### src/rtl/addsub_sequencer_if.sv
// Handshake bundle for addsub_sequencer: an operand channel (in_*, a, b, mode)
// and a result channel (out_*, s, cout, ovf, zero).
// The slave modport is the sequencer; the master modport is its producer/consumer.
interface addsub_sequencer_if #(
  parameter int unsigned NIBBLES = 4
);
  localparam int unsigned W = 4 * NIBBLES;

  logic         in_valid;
  logic         in_ready;
  logic [W-1:0] a;
  logic [W-1:0] b;
  logic         mode;
  logic         out_valid;
  logic         out_ready;
  logic [W-1:0] s;
  logic         cout;
  logic         ovf;
  logic         zero;

  modport master (
    output in_valid,
    input  in_ready,
    output a,
    output b,
    output mode,
    input  out_valid,
    output out_ready,
    input  s,
    input  cout,
    input  ovf,
    input  zero
  );

  modport slave (
    input  in_valid,
    output in_ready,
    input  a,
    input  b,
    input  mode,
    output out_valid,
    input  out_ready,
    output s,
    output cout,
    output ovf,
    output zero
  );
endinterface

### src/rtl/addsub_sequencer.sv
// addsub_sequencer: wide add/subtract walked one nibble per clock through a
// 4-bit ripple slice of full-adder cells, with the inter-nibble carry held in a
// register. Operands arrive and results leave over valid/ready handshakes.
//
// Optional feature macro: ADDSUB_SEQ_FLAGS_EN
//   defined   -> ovf (signed overflow) and zero flags computed and registered
//   undefined -> flag logic removed, ovf and zero tied to 0
module addsub_sequencer #(
  parameter int unsigned NIBBLES = 4
) (
  input logic              clk,
  input logic              rst,
  addsub_sequencer_if.slave bus
);

  localparam int unsigned W    = 4 * NIBBLES;
  localparam int unsigned CntW = (NIBBLES > 1) ? $clog2(NIBBLES) : 1;
  localparam logic [CntW-1:0] LastCnt = CntW'(NIBBLES - 1);

  typedef enum logic [1:0] {
    StIdle = 2'd0,
    StCalc = 2'd1,
    StDone = 2'd2
  } state_e;

  state_e          state_q, state_d;
  logic [CntW-1:0] cnt_q, cnt_d;
  logic            carry_q, carry_d;
  logic [W-1:0]    a_q, a_d;
  logic [W-1:0]    b_q, b_d;
  logic            mode_q, mode_d;
  logic [W-1:0]    s_q, s_d;
  logic            cout_q, cout_d;
`ifdef ADDSUB_SEQ_FLAGS_EN
  logic            ovf_q, ovf_d;
  logic            zero_q, zero_d;
`endif

  // 4-bit slice: b is inverted for subtract; carry_q seeds it (mode on the first nibble).
  logic [3:0] slice_a;
  logic [3:0] slice_b;
  logic [3:0] slice_sum;
  logic [4:0] slice_c;

  assign slice_a    = a_q[4*cnt_q +: 4];
  assign slice_b    = b_q[4*cnt_q +: 4] ^ {4{mode_q}};
  assign slice_c[0] = carry_q;

  for (genvar i = 0; i < 4; i++) begin : g_fa
    assign slice_sum[i]   = slice_a[i] ^ slice_b[i] ^ slice_c[i];
    assign slice_c[i + 1] = (slice_a[i] & slice_b[i]) |
                            (slice_c[i] & (slice_a[i] ^ slice_b[i]));
  end

  // State and datapath registers, all cleared by synchronous reset.
  always_ff @(posedge clk) begin
    if (rst) begin
      state_q <= StIdle;
      cnt_q   <= '0;
      carry_q <= 1'b0;
      a_q     <= '0;
      b_q     <= '0;
      mode_q  <= 1'b0;
      s_q     <= '0;
      cout_q  <= 1'b0;
`ifdef ADDSUB_SEQ_FLAGS_EN
      ovf_q   <= 1'b0;
      zero_q  <= 1'b0;
`endif
    end else begin
      state_q <= state_d;
      cnt_q   <= cnt_d;
      carry_q <= carry_d;
      a_q     <= a_d;
      b_q     <= b_d;
      mode_q  <= mode_d;
      s_q     <= s_d;
      cout_q  <= cout_d;
`ifdef ADDSUB_SEQ_FLAGS_EN
      ovf_q   <= ovf_d;
      zero_q  <= zero_d;
`endif
    end
  end

  // Next-state and datapath update: latch in IDLE, one nibble per CALC cycle.
  always_comb begin
    state_d = state_q;
    cnt_d   = cnt_q;
    carry_d = carry_q;
    a_d     = a_q;
    b_d     = b_q;
    mode_d  = mode_q;
    s_d     = s_q;
    cout_d  = cout_q;
`ifdef ADDSUB_SEQ_FLAGS_EN
    ovf_d   = ovf_q;
    zero_d  = zero_q;
`endif

    unique case (state_q)
      StIdle: begin
        if (bus.in_valid) begin
          a_d     = bus.a;
          b_d     = bus.b;
          mode_d  = bus.mode;
          cnt_d   = '0;
          carry_d = bus.mode;
          state_d = StCalc;
        end
      end
      StCalc: begin
        s_d[4*cnt_q +: 4] = slice_sum;
        carry_d           = slice_c[4];
        cnt_d             = cnt_q + CntW'(1);
        if (cnt_q == LastCnt) begin
          cout_d  = slice_c[4];
`ifdef ADDSUB_SEQ_FLAGS_EN
          // Overflow when carries into and out of the sign bit disagree.
          ovf_d   = slice_c[3] ^ slice_c[4];
          zero_d  = (s_d == '0);
`endif
          cnt_d   = '0;
          state_d = StDone;
        end
      end
      StDone: begin
        if (bus.out_ready) begin
          state_d = StIdle;
        end
      end
      default: begin
        state_d = StIdle;
      end
    endcase
  end

  // Handshake outputs decode only registered state.
  always_comb begin
    bus.in_ready  = (state_q == StIdle);
    bus.out_valid = (state_q == StDone);
    bus.s         = s_q;
    bus.cout      = cout_q;
`ifdef ADDSUB_SEQ_FLAGS_EN
    bus.ovf       = ovf_q;
    bus.zero      = zero_q;
`else
    bus.ovf       = 1'b0;
    bus.zero      = 1'b0;
`endif
  end

endmodule

### src/flat_wrapper.sv
// flat-port wrapper written by rule: the top's interface ports become plain ports
module addsub_sequencer_flat 
#(
  parameter int unsigned NIBBLES = 4
)
  (clk, rst, bus_in_valid, bus_in_ready, bus_a, bus_b, bus_mode, bus_out_valid, bus_out_ready, bus_s, bus_cout, bus_ovf, bus_zero);
  addsub_sequencer_if #(.NIBBLES(NIBBLES)) bus_i ();
  input logic clk;
  input logic rst;
  input wire logic [$bits(bus_i.in_valid)-1:0] bus_in_valid;
  output wire logic [$bits(bus_i.in_ready)-1:0] bus_in_ready;
  input wire logic [$bits(bus_i.a)-1:0] bus_a;
  input wire logic [$bits(bus_i.b)-1:0] bus_b;
  input wire logic [$bits(bus_i.mode)-1:0] bus_mode;
  output wire logic [$bits(bus_i.out_valid)-1:0] bus_out_valid;
  input wire logic [$bits(bus_i.out_ready)-1:0] bus_out_ready;
  output wire logic [$bits(bus_i.s)-1:0] bus_s;
  output wire logic [$bits(bus_i.cout)-1:0] bus_cout;
  output wire logic [$bits(bus_i.ovf)-1:0] bus_ovf;
  output wire logic [$bits(bus_i.zero)-1:0] bus_zero;
  assign bus_i.in_valid = bus_in_valid;
  assign bus_in_ready = bus_i.in_ready;
  assign bus_i.a = bus_a;
  assign bus_i.b = bus_b;
  assign bus_i.mode = bus_mode;
  assign bus_out_valid = bus_i.out_valid;
  assign bus_i.out_ready = bus_out_ready;
  assign bus_s = bus_i.s;
  assign bus_cout = bus_i.cout;
  assign bus_ovf = bus_i.ovf;
  assign bus_zero = bus_i.zero;
  addsub_sequencer #(.NIBBLES(NIBBLES)) u_core (.clk(clk), .rst(rst), .bus(bus_i));
endmodule
### config.mk
export PLATFORM = sky130hd
export DESIGN_NAME = addsub_sequencer_flat
export DESIGN_NICKNAME = d
export VERILOG_FILES = /design/src/rtl/addsub_sequencer_if.sv /design/src/rtl/addsub_sequencer.sv /design/src/flat_wrapper.sv
export SDC_FILE = /design/constraint.sdc
export NUM_CORES = 1
export LEC_CHECK = 0
export BUFFER_PORTS_ARGS = -buffer_cell sky130_fd_sc_hd__buf_2
export CORE_ASPECT_RATIO = 1.4
export CORE_UTILIZATION = 45
export CTS_CLUSTER_SIZE = 20
export DETAILED_ROUTE_END_ITERATION = 16
export GPL_TIMING_DRIVEN = 0
export PLACE_DENSITY = 0.71
export SLEW_MARGIN = 0
export SYNTH_ARGS = -nofsm -noshare
export SYNTH_HDL_FRONTEND = slang
export SYNTH_SLANG_ARGS = --single-unit
export TNS_END_PERCENT = 10
### constraint.sdc
create_clock -name clk -period 4.84 [get_ports clk]
set_clock_uncertainty 0.15 [all_clocks]
set_input_delay 0.242 -clock clk [delete_from_list [all_inputs] [get_ports clk]]
set_output_delay 0.242 -clock clk [all_outputs]
set_load 0.005 [all_outputs]
==> results.toml, run 1 <==
[worst_setup_path]
crit_required_ns = 4.93
start_kind = "flop"
critPathCaptureType = "flop"
cp.arrival_ns = 4.27
worstPathMaxFanout = 10
critPathKind = "flop to flop"

[global_routing]
grt_pass1_wl_um = 9600
grt_pass1_vias = 2134
grt_max_degree = 18
antenna_found_initial = 0
gr-total-overflow = 0
grt_util_all_layers_pct = 21.0

[sta]
setup_viol = 0
slew_viol_final = 0
fin_hold_ws_ns = 0.00418
min_period_ns = 4.17
max_freq_mhz = 240
relSlewSlack_pct = 63.5
setup_slack_ns = 0.665
finalCritPeriodShare_pct = 86.3
hold_violations = 0
tightestPinTransition_ns = 0.547
tns_ns = 0
rsz0062_at_grt = "false"

[cts]
cts_made_buffers = 5
clk_pin_slew_worst_paths_ns = 0.10
cts_resized = 0
post_cts_buffers = 0
cts_buffer_depth = 2
cts_root_buf = "clkbuf_8"
cts.sinks = 55
ctsHoldBuffers = 0
cts_tree = "done"
cts.htree.levels = 2
clkLatencyLatePin_ns = 0.31

[hold_path]
worstHoldPathType = "primary input to flop"

[synth]
synth.distinct_cells = 34
yosysWarnings = 0
synth_area_per_cell_um2 = 9.08
ys_ff_latch = 55
ys_seq_area_share_pct = 42.8
syn-cell-area_um2 = 2570
syn_inst = 283

[pwr]
total_power_mw = 0.898
powerDensity_nw_per_um2 = 297
p_leak_nw = 1.25
max-vdd-ir-drop_mv = 0.186

[final_layout]
nets = 393
final_cells = 415
fin_util_pct = 54.7
area_growth_pct = 17.6
n_fill_cell = 544
layout-drive-gt1-share_pct = 24.2
diodes = 0
final_cell_area_um2 = 3020

[drt]
routedWlPerCell_um = 13.5
drt_wl_total_um = 5620
firstDrtPassIters = 6
via_count = 2111
route.detailed.drc = 0
antenna_left = 0
vias_per_cell = 5.09
first_iter_violations = 100

[floorplan]
core-area_um2 = 5530
num_rows = 32
die_h_um = 91.4
die-area_um2 = 6020
die_w_um = 65.9
initial_core_util_pct = 46.5
ios = 58

[placed_design]
dp.cells = 407
place_ws_ns = 0.692
place_area_um2 = 2930
place_congestion = 0.813
port_buffers = 55
hpwl_um = 4290

[status]
status = "complete, no violations"

[run]
cap_violations = 0
## critical path, stage by stage, from the launching register on
cell     delay, ns
dfxtp_1       0.57
buf_6         0.24
mux4_1        0.62
xnor2_1       0.20
fa_1          0.41
fa_1          0.39
fa_1          0.39
fa_1          0.52
or4_1         0.49
a21oi_1       0.12
## logic make-up (layout without fill, tap and decap cells)
family,Yosys count,after routing,synth area share [%]
compound gates,59,59,12.6
flops,55,55,42.8
buf+inv,29,92,5.55
mux,8,8,8.18
xor+xnor,4,4,1.36
other cells,1,2,0.146
simple gates,117,117,23.3
fa+ha+maj,10,10,6.04
## synthesized netlist by cell type
| cell | count | area, um2 |
|---|---|---|
| a221oi_1 | 1 | 8.76 |
| or4_1 | 4 | 30.0 |
| o21a_1 | 1 | 7.51 |
| a311oi_1 | 1 | 8.76 |
| nand3b_1 | 3 | 22.5 |
| xnor2_1 | 4 | 35.0 |
| o32ai_1 | 4 | 35.0 |
| nor2_1 | 5 | 18.8 |
| nor2b_4 | 1 | 13.8 |
| buf_2 | 9 | 45.0 |
| nor2b_1 | 2 | 12.5 |
| and2_2 | 1 | 7.51 |
| nand4b_4 | 1 | 23.8 |
| mux4_1 | 8 | 210 |
| or3_1 | 1 | 6.26 |
| buf_4 | 2 | 15.0 |
| nand4b_1 | 8 | 70.1 |
| a21oi_1 | 50 | 250 |
| nor3b_2 | 2 | 25.0 |
| clkbuf_1 | 6 | 22.5 |
| nand2b_1 | 5 | 31.3 |
| and2_1 | 1 | 6.26 |
| inv_1 | 8 | 30.0 |
| conb_1 | 1 | 3.75 |
| buf_6 | 2 | 22.5 |
| fa_1 | 4 | 80.1 |
| or3b_2 | 2 | 17.5 |
| nand2_1 | 80 | 300 |
| a22oi_1 | 1 | 7.51 |
| dfxtp_1 | 55 | 1100 |
| buf_1 | 2 | 7.51 |
| o21ai_0 | 1 | 5.00 |
| or4b_4 | 1 | 13.8 |
| ha_1 | 6 | 75.1 |
## cell usage in the layout, fill, tap and decap left out, types with 3 or more instances in the layout
cell / instances
nand2_1: 80
buf_2: 64
nand4b_1: 8
ha_1: 6
o32ai_1: 4
xnor2_1: 4
fa_1: 4
nor2_1: 5
clkbuf_8: 5
clkbuf_1: 6
a21oi_1: 50
mux4_1: 8
dfxtp_1: 55
or4_1: 4
nand2b_1: 5
nand3b_1: 3
inv_1: 8
## final cells by class
| class | count | area (um2) | area share [%] |
|---|---|---|---|
| repair buffers | 55 | 275 | 9.11 |
| clock inverters | 3 | 18.8 | 0.621 |
| well taps | 68 | 85.1 | 2.82 |
| flip-flops and latches | 55 | 1100 | 36.4 |
| clock buffers | 5 | 68.8 | 2.28 |
| inverters | 8 | 30.0 | 0.994 |
| multi-input cells | 200 | 1330 | 44.0 |
| plain buffers | 21 | 113 | 3.73 |
## flip-flops by register name, indices dropped and copies added (netlist names)
signal and flops:
u_core.cnt_q 2, u_core.bus.s 16, u_core.mode_q 1, u_core.a_q 16, u_core.carry_q 1, u_core.bus.cout 1, u_core.state_q 2, u_core.b_q 16
## path summary, 6_finish.rpt
kind	from	endpoint	slack, ns	cells past startpoint
setup / recovery	u_core.cnt_q[0]	u_core.bus.s[15]	0.67	9
hold reg to reg	u_core.bus.s[6]	u_core.bus.s[6]	0.30	2
setup reg to reg	u_core.cnt_q[0]	u_core.bus.s[15]	0.67	9
hold / removal	bus_a[7]	u_core.a_q[7]	0.004	3
## routing by layer
metal  part of all wire (%)  vias up  track usage [%]
met3                    3.9        8             4.77
li1                       -     1087                -
met5                      0        -                0
met1                     40      970             22.7
met2                     55       46             38.2
met4                    1.8        0             7.61
## report_power, final
group	leakage (nW)	internal [mW]	switching [mW]
Sequential	0.449	0.474	0.0123
Clock	0.0483	0.102	0.152
Combinational	0.757	0.0719	0.0849
Total	1.25	0.648	0.249
Power figures use the tool's default switching activity.
==> run 2: changes to the inputs <==
--- a/config.mk
+++ b/config.mk
@@ -8,6 +8,7 @@
 export BUFFER_PORTS_ARGS = -buffer_cell sky130_fd_sc_hd__buf_2
 export CORE_ASPECT_RATIO = 1.4
 export CORE_UTILIZATION = 45
+export CTS_BUF_LIST = sky130_fd_sc_hd__clkbuf_16
 export CTS_CLUSTER_SIZE = 20
 export DETAILED_ROUTE_END_ITERATION = 16
 export GPL_TIMING_DRIVEN = 0
==> results.toml, run 2 (synthesized netlist as in run 1, its figures left out) <==
[pwr]
total_power_mw = 1.00
pwr-share-seq_pct = 48.5
switching_power_mw = 0.264
p_leak_nw = 1.28
pwr-share-clk_pct = 35.8
combPwrFrac_pct = 15.7
max-vdd-ir-drop_mv = 0.214
power.internal_mw = 0.738
swShare_pct = 26.3
powerDensity_nw_per_um2 = 326

[cts]
cts_buffer_depth = 2
cts_made_buffers = 5
cts.htree.levels = 2
clk_pin_slew_worst_paths_ns = 0.07
ctsHoldBuffers = 0
cts_tree = "done"
cts_resized = 0
post_cts_buffers = 0
clkLatencyLatePin_ns = 0.29
cts.sinks = 55
cts_root_buf = "clkbuf_16"

[placed_design]
place_congestion = 0.813
dp.cells = 407
hpwl_um = 4290
port_buffers = 55

[floorplan]
die-area_um2 = 6020
ios = 58
initial_core_util_pct = 46.5
die_w_um = 65.9
die_h_um = 91.4
num_rows = 32
core-area_um2 = 5530

[sta]
fin_hold_ws_ns = 0.0283
max_freq_mhz = 240
rsz0062_at_grt = "false"
hold_violations = 0
tightestPinTransition_ns = 0.557
tns_ns = 0
slew_viol_final = 0
relSlewSlack_pct = 62.9
setup_viol = 0
min_period_ns = 4.17
finalCritPeriodShare_pct = 86.1

[final_layout]
layout_commonest_cell = "nand2_1"
diodes = 0
layout_common_cells = "80 x nand2_1, 64 x buf_2, 55 x dfxtp_1"
layout-drive-gt1-share_pct = 24.2
final_cells = 415
nets = 393
area_growth_pct = 19.8

[drt]
vias_per_cell = 5.10
route.detailed.drc = 0
routedWlPerCell_um = 13.8
first_iter_violations = 102
firstDrtPassIters = 4
drt_wl_total_um = 5740
antenna_left = 0
via_count = 2116

[worst_setup_path]
worstPathMaxFanout = 10
cp.arrival_ns = 4.24
critPathKind = "flop to flop"
crit_required_ns = 4.91
start_kind = "flop"
critPathCaptureType = "flop"

[status]
status = "complete, no violations"

[hold_path]
worstHoldPathType = "primary input to flop"

[global_routing]
grt_max_degree = 18
antenna_found_initial = 0
grt_pass1_vias = 2149
gr-total-overflow = 0
grt_util_all_layers_pct = 21.5
grt_pass1_wl_um = 9770

[run]
cap_violations = 0
## run 2: critical path: stages, from the launching register on
cell and delay, ns:
dfxtp_1 0.56, buf_6 0.24, mux4_1 0.62, xnor2_1 0.20, fa_1 0.41, fa_1 0.39, fa_1 0.39, fa_1 0.52
or4_1 0.49, a21oi_1 0.12
## run 2: cell type report
| cell class | count | area [um2] |
|---|---|---|
| buffer | 21 | 113 |
| clock buffer | 5 | 125 |
| clock inverter | 3 | 18.8 |
| fill | 539 | 2450 |
| inverter | 8 | 30.0 |
| multi-input combinational | 200 | 1330 |
| sequential | 55 | 1100 |
| tap | 68 | 85.1 |
| timing repair buffer | 55 | 275 |
## run 2: metal layers
metal  track usage [%]  up-vias  share of wire (%)
li1                  -     1088                  -
met1              22.7      974                 39
met2              39.3       46                 55
met3              4.77        8                3.7
met4              8.70        0                2.0
met5                 0        -                  0
## run 2: final timing paths
check | endpoint | depth (start not counted) | from | slack, ns
setup / recovery | u_core.bus.s[15] | 9 | u_core.cnt_q[0] | 0.67
hold / removal | u_core.a_q[7] | 3 | bus_a[7] | 0.03
setup reg to reg | u_core.bus.s[15] | 9 | u_core.cnt_q[0] | 0.67
hold reg to reg | u_core.bus.s[6] | 2 | u_core.bus.s[6] | 0.30
## run 2: through the flow
step	instance area, um2	setup WS [ns]	utilization, %
2_1_floorplan	2570	1.06	-
3_3_place_gp	2930	0.768	53.1
3_5_place_dp	2930	0.692	53.1
4_1_cts	3080	0.668	55.7
5_1_grt	3080	0.546	55.7
6_report	3080	0.672	55.7
## run 2: power groups by stage
stage | logic [mW] | clock network (mW) | registers (mW)
final | 0.157 | 0.358 | 0.487
after global routing | 0.176 | 0.385 | 0.489
after CTS | 0.159 | 0.362 | 0.486
after detailed placement | 0.158 | 0 | 0.497
after global placement | 0.154 | 0 | 0.496
after floorplan | 0.106 | 0 | 0.493
==> run 3: changes to the inputs <==
--- a/config.mk
+++ b/config.mk
@@ -7,12 +7,14 @@
 export LEC_CHECK = 0
 export BUFFER_PORTS_ARGS = -buffer_cell sky130_fd_sc_hd__buf_2
 export CORE_ASPECT_RATIO = 1.4
+export CORE_MARGIN = 2
 export CORE_UTILIZATION = 45
 export CTS_BUF_LIST = sky130_fd_sc_hd__clkbuf_16
 export CTS_CLUSTER_SIZE = 20
 export DETAILED_ROUTE_END_ITERATION = 16
 export GPL_TIMING_DRIVEN = 0
 export PLACE_DENSITY = 0.71
+export RECOVER_POWER = 100
 export SLEW_MARGIN = 0
 export SYNTH_ARGS = -nofsm -noshare
 export SYNTH_HDL_FRONTEND = slang
==> results.toml, run 3 (synthesized netlist as in run 1, its figures left out) <==
[worst_setup_path]
cp.arrival_ns = 4.22
critPathCaptureType = "flop"
crit_required_ns = 4.91
cp_cell_sequence = "buf_6 -> mux4_1 -> xnor2_1 -> fa_1 -> fa_1 -> fa_1 -> fa_1 -> or4_1 -> a21oi_1"
critPathBufInv = 1
worstPathMaxFanout = 10
cpMaxStageDelayCell = "mux4_1"
reg2reg_slack_ns = 0.70
r2r-end = "u_core.bus.s[15]"
worst_path_most_repeated_cell = "fa_1"
critPathKind = "flop to flop"
rr_startpoint = "u_core.cnt_q[0]"
crit_family = "adder cells"
slowest_delay_ns = 0.63
start_kind = "flop"
reg2reg_depth = 9

[pwr]
p_leak_nw = 1.20
powerDensity_nw_per_um2 = 324
max-vdd-ir-drop_mv = 0.184
total_power_mw = 0.984

[final_layout]
layout-drive-gt1-share_pct = 17.6
layout_common_cells = "80 x nand2_1, 55 x dfxtp_1, 50 x a21oi_1"
area_growth_pct = 18.1
fin_util_pct = 54.9
layout_commonest_cell = "nand2_1"
diodes = 0
nets = 393

[global_routing]
grt_pass1_vias = 2133
gr-total-overflow = 0
grt_pass1_wl_um = 9810
grt_max_degree = 16
grt_util_all_layers_pct = 20.5
antenna_found_initial = 0

[hold_path]
hold-path-cell-count = 3
min_from = "bus_b[12]"
min_to = "u_core.b_q[12]"
worstHoldPathType = "primary input to flop"

[floorplan]
num_rows = 32
die-area_um2 = 6340
die_h_um = 93.4
core-area_um2 = 5530
initial_core_util_pct = 46.5
die_w_um = 67.9
ios = 58

[drt]
firstDrtPassIters = 5
routedWlPerCell_um = 14.0
route.met3.wl_um = 264
met1_length_um = 2330
via_count = 2143
highest_layer = "met4"
vias_per_cell = 5.16
routed-wl-met2_um = 3140
first_iter_violations = 92
drt_wl_total_um = 5810
antenna_left = 0
route.detailed.drc = 0

[sta]
tightestPinTransition_ns = 0.834
hold_violations = 0
slew_viol_final = 0
tns_ns = 0
setup_viol = 0
relSlewSlack_pct = 44.3
max_freq_mhz = 241
min_period_ns = 4.14
rsz0062_at_grt = "false"
finalCritPeriodShare_pct = 85.6

[cts]
cts_root_buf = "clkbuf_16"
cts.sinks = 55
clk_pin_slew_worst_paths_ns = 0.07
clkLatencyLatePin_ns = 0.29
ctsHoldBuffers = 0
post_cts_buffers = 0
cts_made_buffers = 5
cts_buffer_depth = 2
cts.htree.levels = 2
cts_resized = 0
cts_tree = "done"

[status]
status = "complete, no violations"

[placed_design]
place_congestion = 0.832
port_buffers = 55
hpwl_um = 4410

[run]
cap_violations = 0
==> run 3: cell types whose count changed in the layout (fill, tap and decap cells not counted) <==
cell / change
clkinv_2: -1
clkbuf_1: +20
nor3b_2: -1
buf_6: -1
nor3b_1: +1
inv_6: -1
buf_2: -20
clkbuf_2: +1
inv_1: +2
==> run 3: per-layer routing <==
metal	GRT usage [%]	vias up
met5	0	-
met4	5.67	0
met3	4.09	7
met2	37.9	61
met1	23.0	987
li1	-	1088
==> run 3: worst reg2reg max path: stages (launching register included) <==
cell and delay, ns:
dfxtp_1 0.56, buf_6 0.24, mux4_1 0.63, xnor2_1 0.19, fa_1 0.40, fa_1 0.39
fa_1 0.39, fa_1 0.53, or4_1 0.49, a21oi_1 0.13
==> run 3: power by group <==
part,total [mW],switching (mW),internal (mW),leakage [nW]
clock network,0.343,0.156,0.187,0.0762
registers,0.487,0.0123,0.474,0.449
logic,0.155,0.0853,0.0694,0.673
==> run 3: cell type report <==
cell class | instances | area (um2)
Sequential cell | 55 | 1100
Buffer | 21 | 95.1
Inverter | 8 | 30.0
Clock buffer | 5 | 125
Timing Repair Buffer | 55 | 262
Multi-Input combinational cell | 200 | 1330
Tap cell | 68 | 85.1
Clock inverter | 3 | 12.5
Fill cell | 573 | 2490
==> run 3: per-stage QoR <==
step | cells | setup WS, ns | hold WS, ns | instance area, um2
floorplan | 284 | 1.06 | 0.228 | 2570
global placement | 407 | 0.775 | 0.288 | 2930
detailed placement | 407 | 0.695 | 0.293 | 2930
CTS | 415 | 0.681 | 0.0303 | 3070
global route | 415 | 0.492 | 0.0347 | 3040
finish | 415 | 0.696 | 0.0358 | 3040
==> run 3: worst max path at each step <==
stage	start	end	cells past startpoint
floorplan	u_core.cnt_q[0]	u_core.bus.s[15]	9
finish	u_core.cnt_q[0]	u_core.bus.s[15]	9
global route	u_core.cnt_q[0]	u_core.bus.s[15]	9
CTS	u_core.cnt_q[0]	u_core.bus.s[15]	9
global placement	u_core.cnt_q[0]	u_core.bus.s[15]	9
detailed placement	u_core.cnt_q[0]	u_core.bus.s[15]	9
